## src/rtl/fsm_experiment_seq.sv

```systemverilog
// fsm_experiment_seq: shot sequencer (fg sync, delay, detonation, wire break, detector triggers, fault/abort).
// Define FSM_EXP_TRIG_STAGGER_EN to stagger channel k's trigger by k*TRIG_STEP cycles.
module fsm_experiment_seq #(
   parameter int N_CH          = 4,
   parameter int CNT_W         = 32,
   parameter int FG_DELAY      = 400000,
   parameter int DET_PULSE_LEN = 50,
   parameter int WIRE_TIMEOUT  = 1000000,
   parameter int BUSY_TIMEOUT  = 500,
   parameter int READY_TIMEOUT = 500,
   parameter int TRIG_STEP     = 0
) (
   input  logic             clock,
   input  logic             reset,
   input  logic             start_signal,
   input  logic             abort,
   input  logic             fg_signal,
   input  logic             wire_signal,
   input  logic [N_CH-1:0]  detector_ready,
   output logic             detonation_signal,
   output logic [N_CH-1:0]  output_trigger,
   output logic [3:0]       scenario_state,
   output logic [CNT_W-1:0] counter_,
   output logic [1:0]       fault_code,
   output logic [N_CH-1:0]  ready_timeout_mask,
   output logic [15:0]      shot_count
);
   typedef enum logic [3:0] {
      IDLE = 4'd0, FG_WAIT = 4'd1, FG_DLY = 4'd2, DETONATE = 4'd3, WIRE_WAIT = 4'd4,
      DET_BUSY = 4'd5, DET_WAIT = 4'd6, FINISHED = 4'd7, FAULT = 4'd8
   } state_t;
`ifdef FSM_EXP_TRIG_STAGGER_EN
   localparam int STEP = TRIG_STEP;
`else
   localparam int STEP = 0 * TRIG_STEP;
`endif
   localparam int STAG = (N_CH - 1) * STEP;
   localparam logic [CNT_W-1:0] FG_END    = CNT_W'(FG_DELAY - 1);
   localparam logic [CNT_W-1:0] DET_END   = CNT_W'(DET_PULSE_LEN - 1);
   localparam logic [CNT_W-1:0] WIRE_END  = CNT_W'(WIRE_TIMEOUT - 1);
   localparam logic [CNT_W-1:0] BUSY_END  = CNT_W'(BUSY_TIMEOUT - 1);
   localparam logic [CNT_W-1:0] READY_END = CNT_W'(READY_TIMEOUT - 1);
   localparam logic [CNT_W-1:0] STAG_END  = CNT_W'(STAG > 0 ? STAG - 1 : 0);
   state_t state, state_n;
   logic [CNT_W-1:0] cnt, cnt_n;
   logic det, det_n, stag, stag_n;
   logic [N_CH-1:0] trig, trig_n, mask, mask_n, rdy_s1, rdy_s;
   logic [1:0] code, code_n;
   logic [15:0] shots, shots_n;
   logic [3:0] fg_sr;
   logic [1:0] wire_sr;
   logic fg_rise, wire_s;
   assign fg_rise = fg_sr[2] & ~fg_sr[3];
   assign wire_s  = wire_sr[1];
   always_ff @(posedge clock or negedge reset) begin
      if (!reset) begin
         fg_sr   <= '0;
         wire_sr <= '0;
         rdy_s1  <= '0;
         rdy_s   <= '0;
      end else begin
         fg_sr   <= {fg_sr[2:0], fg_signal};
         wire_sr <= {wire_sr[0], wire_signal};
         rdy_s1  <= detector_ready;
         rdy_s   <= rdy_s1;
      end
   end
   always_ff @(posedge clock or negedge reset) begin
      if (!reset) begin
         state <= IDLE;
         cnt   <= '0;
         det   <= 1'b0;
         stag  <= 1'b0;
         trig  <= '0;
         mask  <= '0;
         code  <= '0;
         shots <= '0;
      end else begin
         state <= state_n;
         cnt   <= cnt_n;
         det   <= det_n;
         stag  <= stag_n;
         trig  <= trig_n;
         mask  <= mask_n;
         code  <= code_n;
         shots <= shots_n;
      end
   end
   always_comb begin
      state_n = state;
      cnt_n   = cnt + 1'b1;
      det_n   = 1'b0;
      stag_n  = 1'b0;
      trig_n  = trig;
      mask_n  = mask;
      code_n  = code;
      shots_n = shots;
      case (state)
         IDLE: begin
            cnt_n = '0;
            if (start_signal) begin
               state_n = FG_WAIT;
               mask_n  = '0;
            end
         end
         FG_WAIT: begin
            cnt_n = '0;
            if (abort) begin
               state_n = FAULT;
               code_n  = 2'd3;
            end else if (fg_rise) state_n = FG_DLY;
         end
         FG_DLY: begin
            if (abort) begin
               state_n = FAULT;
               code_n  = 2'd3;
               cnt_n   = '0;
            end else if (cnt == FG_END) begin
               state_n = DETONATE;
               cnt_n   = '0;
               det_n   = 1'b1;
            end
         end
         DETONATE: begin
            det_n = 1'b1;
            if (cnt == DET_END) begin
               state_n = WIRE_WAIT;
               cnt_n   = '0;
               det_n   = 1'b0;
            end
         end
         WIRE_WAIT: begin
            // stag marks the stagger phase after wire break; the wire timeout no longer applies
            if (stag) begin
               stag_n = 1'b1;
               for (int k = 0; k < N_CH; k++) trig_n[k] = trig[k] | (cnt + 1'b1 == CNT_W'(k * STEP));
               if (cnt == STAG_END) begin
                  state_n = DET_BUSY;
                  stag_n  = 1'b0;
                  cnt_n   = '0;
               end
            end else if (wire_s) begin
               cnt_n   = '0;
               trig_n  = STAG == 0 ? '1 : N_CH'(1);
               stag_n  = STAG != 0;
               state_n = STAG == 0 ? DET_BUSY : WIRE_WAIT;
            end else if (cnt == WIRE_END) begin
               state_n = FAULT;
               code_n  = 2'd1;
               cnt_n   = '0;
            end
         end
         DET_BUSY: begin
            if (~|rdy_s) begin
               state_n = DET_WAIT;
               cnt_n   = '0;
            end else if (cnt == BUSY_END) begin
               state_n = FAULT;
               code_n  = 2'd2;
               trig_n  = '0;
               cnt_n   = '0;
            end
         end
         DET_WAIT: begin
            trig_n = trig & ~rdy_s;
            if (cnt == READY_END) begin
               mask_n = mask | (trig & ~rdy_s);
               trig_n = '0;
            end
            if (~|trig) begin
               state_n = FINISHED;
               shots_n = shots + 1'b1;
               cnt_n   = '0;
            end
         end
         FINISHED: begin
            cnt_n = '0;
            if (!start_signal) state_n = IDLE;
         end
         FAULT: begin
            cnt_n  = '0;
            trig_n = '0;
            if (!start_signal) begin
               state_n = IDLE;
               code_n  = '0;
            end
         end
         default: begin
            state_n = IDLE;
            cnt_n   = '0;
         end
      endcase
   end
   assign detonation_signal  = det;
   assign output_trigger     = trig;
   assign scenario_state     = state;
   assign counter_           = cnt;
   assign fault_code         = code;
   assign ready_timeout_mask = mask;
   assign shot_count         = shots;
endmodule

```

## config.mk

```make
export PLATFORM = sky130hd
export DESIGN_NAME = fsm_experiment_seq
export DESIGN_NICKNAME = d
export VERILOG_FILES = /design/src/rtl/fsm_experiment_seq.sv
export SDC_FILE = /design/constraint.sdc
export NUM_CORES = 1
export LEC_CHECK = 0
export CAP_MARGIN = 25
export CORE_AREA = 2 2 124 96
export CTS_CLUSTER_SIZE = 30
export DETAILED_ROUTE_END_ITERATION = 8
export DIE_AREA = 0 0 126 98
export GPL_ROUTABILITY_DRIVEN = 1
export PLACE_DENSITY = 0.7
export SLEW_MARGIN = 15
export SYNTH_ARGS = -nofsm -noshare
export SYNTH_HDL_FRONTEND = slang
export SYNTH_SLANG_ARGS = --single-unit
```

## constraint.sdc

```tcl
create_clock -name clock -period 5.67 [get_ports clock]
set_input_delay 1.134 -clock clock [delete_from_list [all_inputs] [get_ports clock]]
set_output_delay 1.134 -clock clock [all_outputs]
set_load 0.05 [all_outputs]
```

## Word level (Yosys, flattened, before mapping)

Cells that the tools add are included.

- Output and inout bits: 63
- Flip-flop bits (word level): 78

- Bitwise operators: 10
- Mux-type cells: 50
- Equal/unequal tests: 30
- Add/subtract/negate cells: 2
- Reductions and logical operators: 15

Operators by type and width:

| operator | number |
|---|---|
| 32-bit 2-to-1 mux | 10 |
| 32-bit one-hot mux with 5 select lines | 1 |
| 4-bit 2-to-1 mux | 21 |
| 32-bit zero test | 2 |
| 32-bit by 1-bit adder with 32-bit output, second input constant | 1 |
| 32-bit by 19-bit == test with 1-bit output, second input constant | 1 |
| 32-bit by 20-bit == test with 1-bit output, second input constant | 1 |
| 32-bit by 6-bit == test with 1-bit output, second input constant | 1 |
| 32-bit by 9-bit == test with 1-bit output, second input constant | 1 |
| 4-bit one-hot mux with 8 select lines | 1 |
| 2-bit != test, second input constant | 11 |
| 16-bit by 1-bit adder with 16-bit output, second input constant | 1 |
| 4-bit by 3-bit == test with 1-bit output, second input constant | 4 |
| 4-bit one-hot mux with 4 select lines | 1 |
| 3-bit != test, second input constant | 5 |
| 2-bit 2-to-1 mux | 7 |
| 9-bit AND reduction | 1 |
| 4-bit by 2-bit == test with 1-bit output, second input constant | 2 |
| 2-bit one-hot mux with 4 select lines | 1 |
| 4-bit one-hot mux with 2 select lines | 1 |
| 8-bit AND reduction | 1 |
| 4-bit nonzero test | 2 |
| 4-bit OR reduction | 2 |
| 1-bit 2-to-1 mux | 6 |
| 17 further kinds | 22 |

## Longest topological paths before layout

Gate-level depths: netlist (run 1).

- Word-level depth: 5
- Mapped depth: 10
- Depth with buffers taken out: 8

## Worst setup path before layout (run 1)

OpenSTA, ideal clock, no wires.

- Path kind: flip-flop to flip-flop
- From: register cnt[0] (netlist: counter_[0])
- To: register state[0] (netlist: scenario_state[0])
- Arrival time: 2.826 ns
- Cell stages (with the launch flop): 9
- Period minus slack after synthesis: 2.950 ns
- Setup slack: 2.720 ns
- Library setup time: 0.125 ns
- Path through: dfrtp_1 ha_1 and3_1 and3_1 and4_1 a21oi_1 nor4b_4 nor4b_4 mux2_2

- Word-level cells in the longest chain between the ends: 3
- Elaborated cells on any way between the ends: 11
- Those cells by class: eq/ne (9); reduce/logical (2)

RTL lines:

| what | RTL line | RTL |
|---|---|---|
| start: declaration | 45 | `logic [CNT_W-1:0] cnt, cnt_n;` |
| start signal: assignment | 80 | `cnt <= cnt_n;` |
| 32-bit by 20-bit == test with 1-bit output, or another cell as far along | 147 | `end else if (cnt == WIRE_END) begin` |
| 4-bit != test (no line), or another cell as far along | -- |  |
| 9-bit AND reduction (no line) * | -- |  |
| end signal: assignment | 79 | `state <= state_n;` |
| end: declaration | 44 | `state_t state, state_n;` |

Mark *: on every way between the ends. The rest lies on a longest branch, timed or not.
A chain may end at the register's enable or synchronous reset.

## Worst setup path in the final report (run 1)

- From: register state[2] (netlist: scenario_state[2])
- To: output port scenario_state[2]

RTL lines:

| what | RTL line | RTL |
|---|---|---|
| end: declaration | 22 | `output logic [3:0] scenario_state,` |

No word-level cell between the ends.

==> impl_metrics.csv, run 1 <==
group,metric,value,unit
status,status,"finished clean",
floorplan,design.die.area,0.0123,sq mm
synth,synth_nets,484,
critical_path,cp.required,4540,ps
clocking,cts-resized-gates,0,
floorplan,die_h,98,microns
clocking,clkSlewWorstSetupHoldPaths,60,ps
finish,layout-drive-gt1-share,0.0737,
global_route,grt_start_max_net_pins,79,
critical_path,cp.depth,1,
critical_path,reg2reg_depth,8,
synth,syn_inst,470,
clocking,cts_tree,"built",
sta,setup_tns,0,ps
critical_path,path_buf_inv,1,
critical_path,crit_path_end,"scenario_state[2]",
critical_path,r2r_end,"output_trigger[1]",
pwr,powerDensity,322,mW/mm^2
synth,yosys_warnings,0,
pwr,p_leak,0.00221,uW
placement,port_buffers,72,
drt,ant_nets,0,
sta,layout_setup_ws,2470,ps
synth,yosys-top-cells-area,"dfrtp_1 44%, xnor2_1 6.6%, nor2_1 4.8%",
floorplan,coreArea,0.0112,sq mm
sta,slew_headroom,0.529,
floorplan,die-width,126,microns
synth,ys_seq_elements,78,
synth,avgSynthCellArea,9.33,sq um
job,max-cap-violations,0,
drt,wire_per_inst,16.3,microns
floorplan,io_pins,73,
synth,yosysTopAreaCell,"dfrtp_1",
critical_path,endpoint_kind,"primary output",
sta,finalMaxSlewViolations,0,
global_route,grt_pass1_wl,18500,microns
drt,vias_per_cell,5.50,
synth,synthFlopType,"dfrtp_1",
clocking,clock_path_buffers,2,
finish,syn_to_final_growth,24.8,%
drt,wl,11000,microns
min_path,worstHoldStart,"rdy_s1[0]",
sta,fin_crit_sh,0.565,
global_route,grt_overflow,0,
drt,drt_iter0_drc,231,
clocking,hold_buffers,0,
placement,place_worst_setup_slack,2530,ps
synth,syn_area,0.00439,sq mm
critical_path,rr_startpoint,"counter_[0]",
clocking,post_cts.repair.setup_buffers,0,
critical_path,timing.reg2reg.setup_slack,2670,ps
drt,vias,3699,
clocking,htree_levels,3,
drt,first_pass_iters,5,
finish,finalNetCount,538,
synth,synthDistinctLibCells,55,
synth,synth-edff-count,0,
critical_path,crit_start,"scenario_state[2]",
finish,antenna_cells,0,
global_route,grt_pass1_vias,3629,
sta,rsz0062_at_grt,"false",
critical_path,cp_slowest_cell,"clkdlybuf4s50_1",
placement,gp_congestion,0.889,
drt,drcViolationCount,0,
critical_path,crit_chain,"clkdlybuf4s50_1",
sta,worst_pin_slew,700,ps
sta,fin_worst_skew,8.55,ps
critical_path,crit_type,"reg2out",
min_path,hold_class,"reg2reg",
clocking,clk-insertion-delay-late,340,ps
critical_path,path_delay_family,"buffers and inverters",
synth,seq_area_frac_synth,0.445,
clocking,cts_buffers,9,
critical_path,worstPathMaxFanout,23,
critical_path,startpoint_type,"flip-flop",
sta,fmax,312,MHz
global_route,track_usage,0.184,
sta,hold_violations,0,
placement,dp_hpwl,7740,microns
finish,fill_cells,1081,
clocking,clock-sinks,78,
critical_path,crit_arrival,2070,ps
finish,final_util,0.488,
sta,setup_viol,0,
floorplan,start_util,0.391,
pwr,ir_drop,0.305,mV
clocking,ctsRootBufferMaster,"clkbuf_16",
critical_path,slowest_delay,930,ps
sta,min_period,3200,ps
global_route,grt_antenna_before_repair,0,
floorplan,rows,34,
synth,synthArstFlopShare,1.00,
synth,synth_top_cell_area_share,0.445,
-- report_power, final --
part | leakage [uW] | switching, uW | total (uW) | internal, uW
Sequential | 0.00104 | 86.5 | 692 | 605
Combinational | 0.00103 | 319 | 517 | 198
Clock | 0.000137 | 240 | 553 | 313
-- cells in the final DEF, fill, tap and decap left out, types with 3 or more instances in the layout --
master	Yosys	final
inv_1	8	8
and4_1	14	14
and2_1	3	3
or3_1	5	5
nand2b_1	3	3
ha_1	4	4
nor2_1	56	56
and3_1	9	9
clkdlybuf4s50_1	0	71
nor3b_1	3	3
nor4_1	12	12
nand2_1	41	41
xor2_1	20	20
nand3_1	21	21
nand4_1	15	15
o21ai_0	13	13
mux2_2	5	5
nor3_1	22	22
xnor2_1	33	33
mux2i_1	4	4
nand4b_1	3	3
a31oi_1	7	7
a21oi_1	13	13
clkbuf_16	0	9
nor2b_1	7	7
dfrtp_1	78	78
or2_2	5	5
-- metrics by stage --
| stage | power, uW | instances | hold WS, ps | instance area [sq um] |
|---|---|---|---|---|
| global placement | 1210 | 656 | 332 | 5160 |
| detailed placement | 1210 | 656 | 335 | 5160 |
| CTS | 1780 | 672 | 349 | 5450 |
| floorplan | 1050 | 470 | 331 | 4390 |
| finish | 1760 | 673 | 347 | 5480 |
| global route | 1850 | 673 | 357 | 5480 |
-- cells in the mapped netlist, drive strengths merged, types with 4 or more instances --
cell type / number
a21oi: 13
a31oi: 7
and3: 9
and4: 14
buf: 14
clkbuf: 17
dfrtp: 78
ha: 4
inv: 8
mux2: 5
mux2i: 4
nand2: 41
nand3: 21
nand4: 17
nor2: 56
nor2b: 7
nor3: 23
nor4: 16
o21ai: 13
or2: 5
or3: 5
xnor2: 33
xor2: 20
-- how the worst min path moves through the flow --
stage | cells after the start | endpoint | slack [ps]
final | 0 | rdy_s[0] | 350
after global routing | 0 | rdy_s[0] | 360
after CTS | 0 | rdy_s[0] | 350
after detailed placement | 0 | rdy_s[1] | 330
after global placement | 0 | fg_sr[1] | 330
after floorplan | 0 | fg_sr[1] | 330
-- kinds of logic (layout without fill, tap and decap cells) --
logic type / count (synthesis) / in the layout / share of synthesized area
multiplexers: 9 / 9 / 0.0220
AO/OA/AOI/OAI: 54 / 54 / 0.0799
XOR/XNOR: 53 / 53 / 0.106
buffers and inverters: 39 / 98 / 0.0362
AND/OR/NAND/NOR: 233 / 233 / 0.300
flip-flops: 78 / 78 / 0.445
adder cells (fa/ha/maj): 4 / 4 / 0.0114
-- layout make-up --
type,count,area (sq um),share of cell area
multi-input combinational,353,2280,0.416
sequential,78,1950,0.356
timing repair buffer,74,753,0.138
clock buffer,11,243,0.0443
tap,144,180,0.0329
clock inverter,5,42.5,0.00777
inverter,8,30.0,0.00548
-- metal layers --
metal,share of wire,GRT usage,up-vias
met5,0,0,-
met4,0.012,0.0473,0
met3,0.067,0.0510,18
met2,0.43,0.274,151
met1,0.49,0.267,1756
li1,-,-,1774
-- registers in the layout, summed over array words and instances, names as in the netlist --
register	flops
scenario_state	4
fg_sr	4
output_trigger	4
rdy_s1	4
counter_	32
rdy_s	4
wire_sr	2
fault_code	2
detonation_signal	1
shot_count	16
ready_timeout_mask	4
stag	1
Power figures use the tool's default switching activity.
==> run 2, diff against run 1 <==
PLACE_DENSITY = 0.73   (was 0.7)
clock period = 2.9 ns   (was 5.67 ns; I/O delays follow)
==> run 2 against run 1 <==
Sequential cell count unchanged. Sequential share of layout area decreased by 1.8 points. Non-clock buffer count increased by 37. Clock skew shrank 3.1 ps. First-iteration DRC count up 9.1%. Hold slack lost 95 ps. Largest power group unchanged.
==> impl_metrics.csv, run 2 (synthesis gave the netlist of run 1 again) <==
group,metric,value,unit
status,status,"finished clean",
floorplan,die-width,126,microns
min_path,hold_class,"in2async",
finish,syn_to_final_growth,32.2,%
sta,finalMaxSlewViolations,0,
sta,layout_setup_ws,205,ps
pwr,p_leak,0.00241,uW
finish,antenna_cells,0,
finish,layout-drive-gt1-share,0.159,
placement,gp_congestion,0.920,
critical_path,path_delay_family,"compound AO/OA/AOI/OAI gates",
critical_path,path_buf_inv,2,
critical_path,crit_chain,"nand3_1, o31ai_2, a21bo_2, a2111oi_2, buf_4, o2111ai_1, nor4_2, buf_4, or2_2",
global_route,grt_pass1_wl,19300,microns
critical_path,crit_arrival,2980,ps
sta,setup_tns,0,ps
sta,fin_crit_sh,0.929,
finish,final_common_cell,"dfrtp_1",
floorplan,start_util,0.391,
sta,worst_pin_slew,694,ps
drt,first_pass_iters,4,
clocking,clkSlewWorstSetupHoldPaths,60,ps
sta,hold_violations,0,
critical_path,slowest_delay,450,ps
drt,wire_per_inst,16.6,microns
pwr,total_power,3500,uW
clocking,ctsRootBufferMaster,"clkbuf_16",
floorplan,rows,34,
finish,largest_reg_flops,32,
sta,fmax,371,MHz
placement,place_worst_setup_slack,-244,ps
clocking,clock-sinks,78,
floorplan,io_pins,73,
sta,min_period,2690,ps
clocking,hold_buffers,0,
finish,final_util,0.516,
pwr,powerDensity,604,mW/mm^2
pwr,ir_drop,0.534,mV
global_route,grt_antenna_before_repair,0,
critical_path,endpoint_kind,"flip-flop",
clocking,htree_levels,3,
clocking,cts_tree,"built",
global_route,grt_start_max_net_pins,49,
clocking,clk-insertion-delay-late,340,ps
sta,rsz0062_at_grt,"false",
critical_path,cp_slowest_cell,"dfrtp_2",
global_route,grt_pass1_vias,3697,
sta,slew_headroom,0.533,
floorplan,die_h,98,microns
drt,vias,3904,
critical_path,worstPathMaxFanout,10,
critical_path,startpoint_type,"flip-flop",
placement,port_buffers,72,
finish,fill_cells,1053,
drt,ant_nets,0,
global_route,grt_overflow,0,
critical_path,path_common_cell,"buf_4",
floorplan,design.die.area,0.0123,sq mm
job,max-cap-violations,0,
critical_path,cp.required,3190,ps
finish,final_cell_mix,"72 x dfrtp_1, 71 x clkdlybuf4s50_1, 56 x nor2_1, 41 x nand2_1, 40 x buf_4",
finish,seqCellArea,0.00196,sq mm
drt,vias_per_cell,5.50,
critical_path,crit_type,"reg2reg",
sta,setup_viol,0,
clocking,clock_path_buffers,2,
global_route,track_usage,0.195,
finish,finalNetCount,575,
drt,wl,11800,microns
floorplan,coreArea,0.0112,sq mm
drt,drt_iter0_drc,252,
clocking,cts_buffers,9,
drt,drcViolationCount,0,
finish,multi_input_area,0.00232,sq mm
placement,dp_hpwl,8670,microns
sta,fin_worst_skew,5.40,ps
==> run 2: cell types whose count changed in the layout (fill, tap and decap cells not counted), moves of 2 or more <==
cell | before | now
nor3_2 | 1 | 3
buf_4 | 2 | 40
dfrtp_2 | 0 | 6
nor3_1 | 22 | 20
dfrtp_1 | 78 | 72
==> run 2: stage by stage <==
stage / instances / cell area [sq um] / hold slack, ps
6_report: 710 / 5800 / 251
5_1_grt: 710 / 5800 / 309
4_1_cts: 710 / 5760 / 280
3_5_place_dp: 694 / 5450 / 335
3_3_place_gp: 694 / 5450 / 332
2_1_floorplan: 470 / 4390 / 284
==> run 2: worst register-to-register path: stages, from the launching register on <==
cell	delay, ps
dfrtp_2	450
nand3_1	230
o31ai_2	330
a21bo_2	280
a2111oi_2	430
buf_4	180
o2111ai_1	100
nor4_2	360
buf_4	180
or2_2	100
==> run 2: area by class of cell <==
cell class / instances / area share
Inverter: 8 / 0.00518
Clock inverter: 5 / 0.00734
Sequential cell: 78 / 0.338
Timing Repair Buffer: 111 / 0.174
Clock buffer: 11 / 0.0436
Tap cell: 144 / 0.0311
Multi-Input combinational cell: 353 / 0.401
==> run 2: report_power, final <==
group | switching, uW | internal [uW] | leakage (uW)
combinational | 707 | 408 | 0.00124
sequential | 92.5 | 1190 | 0.00103
clock | 474 | 634 | 0.000142
==> run 2: per-layer routing <==
metal  routed length [microns]  up-vias  track usage
met5                         0        -            0
met4                        74        0       0.0380
met3                       778       10       0.0597
met2                      5240      134        0.292
met1                      5710     1913        0.283
li1                          -     1847            -
==> run 2: final timing paths <==
kind	depth (start not counted)	endpoint	startpoint	slack, ps
hold / removal	1	counter_[8]	reset	250
hold reg to reg	0	rdy_s[2]	rdy_s1[2]	350
setup reg to reg	9	output_trigger[1]	counter_[2]	210
min in group clock	0	rdy_s[2]	rdy_s1[2]	350
setup / recovery	9	output_trigger[1]	counter_[2]	210
max in group asynchronous	2	ready_timeout_mask[2]	reset	1970
==> run 2: what timing repair did <==
action / in CTS / in global routing
pin swaps: 0 / 1
gates resized for setup: 3 / 10
endpoints found under the setup margin: 4 / 7
setup buffers: 0 / 0
hold endpoints to repair: 0 / 0
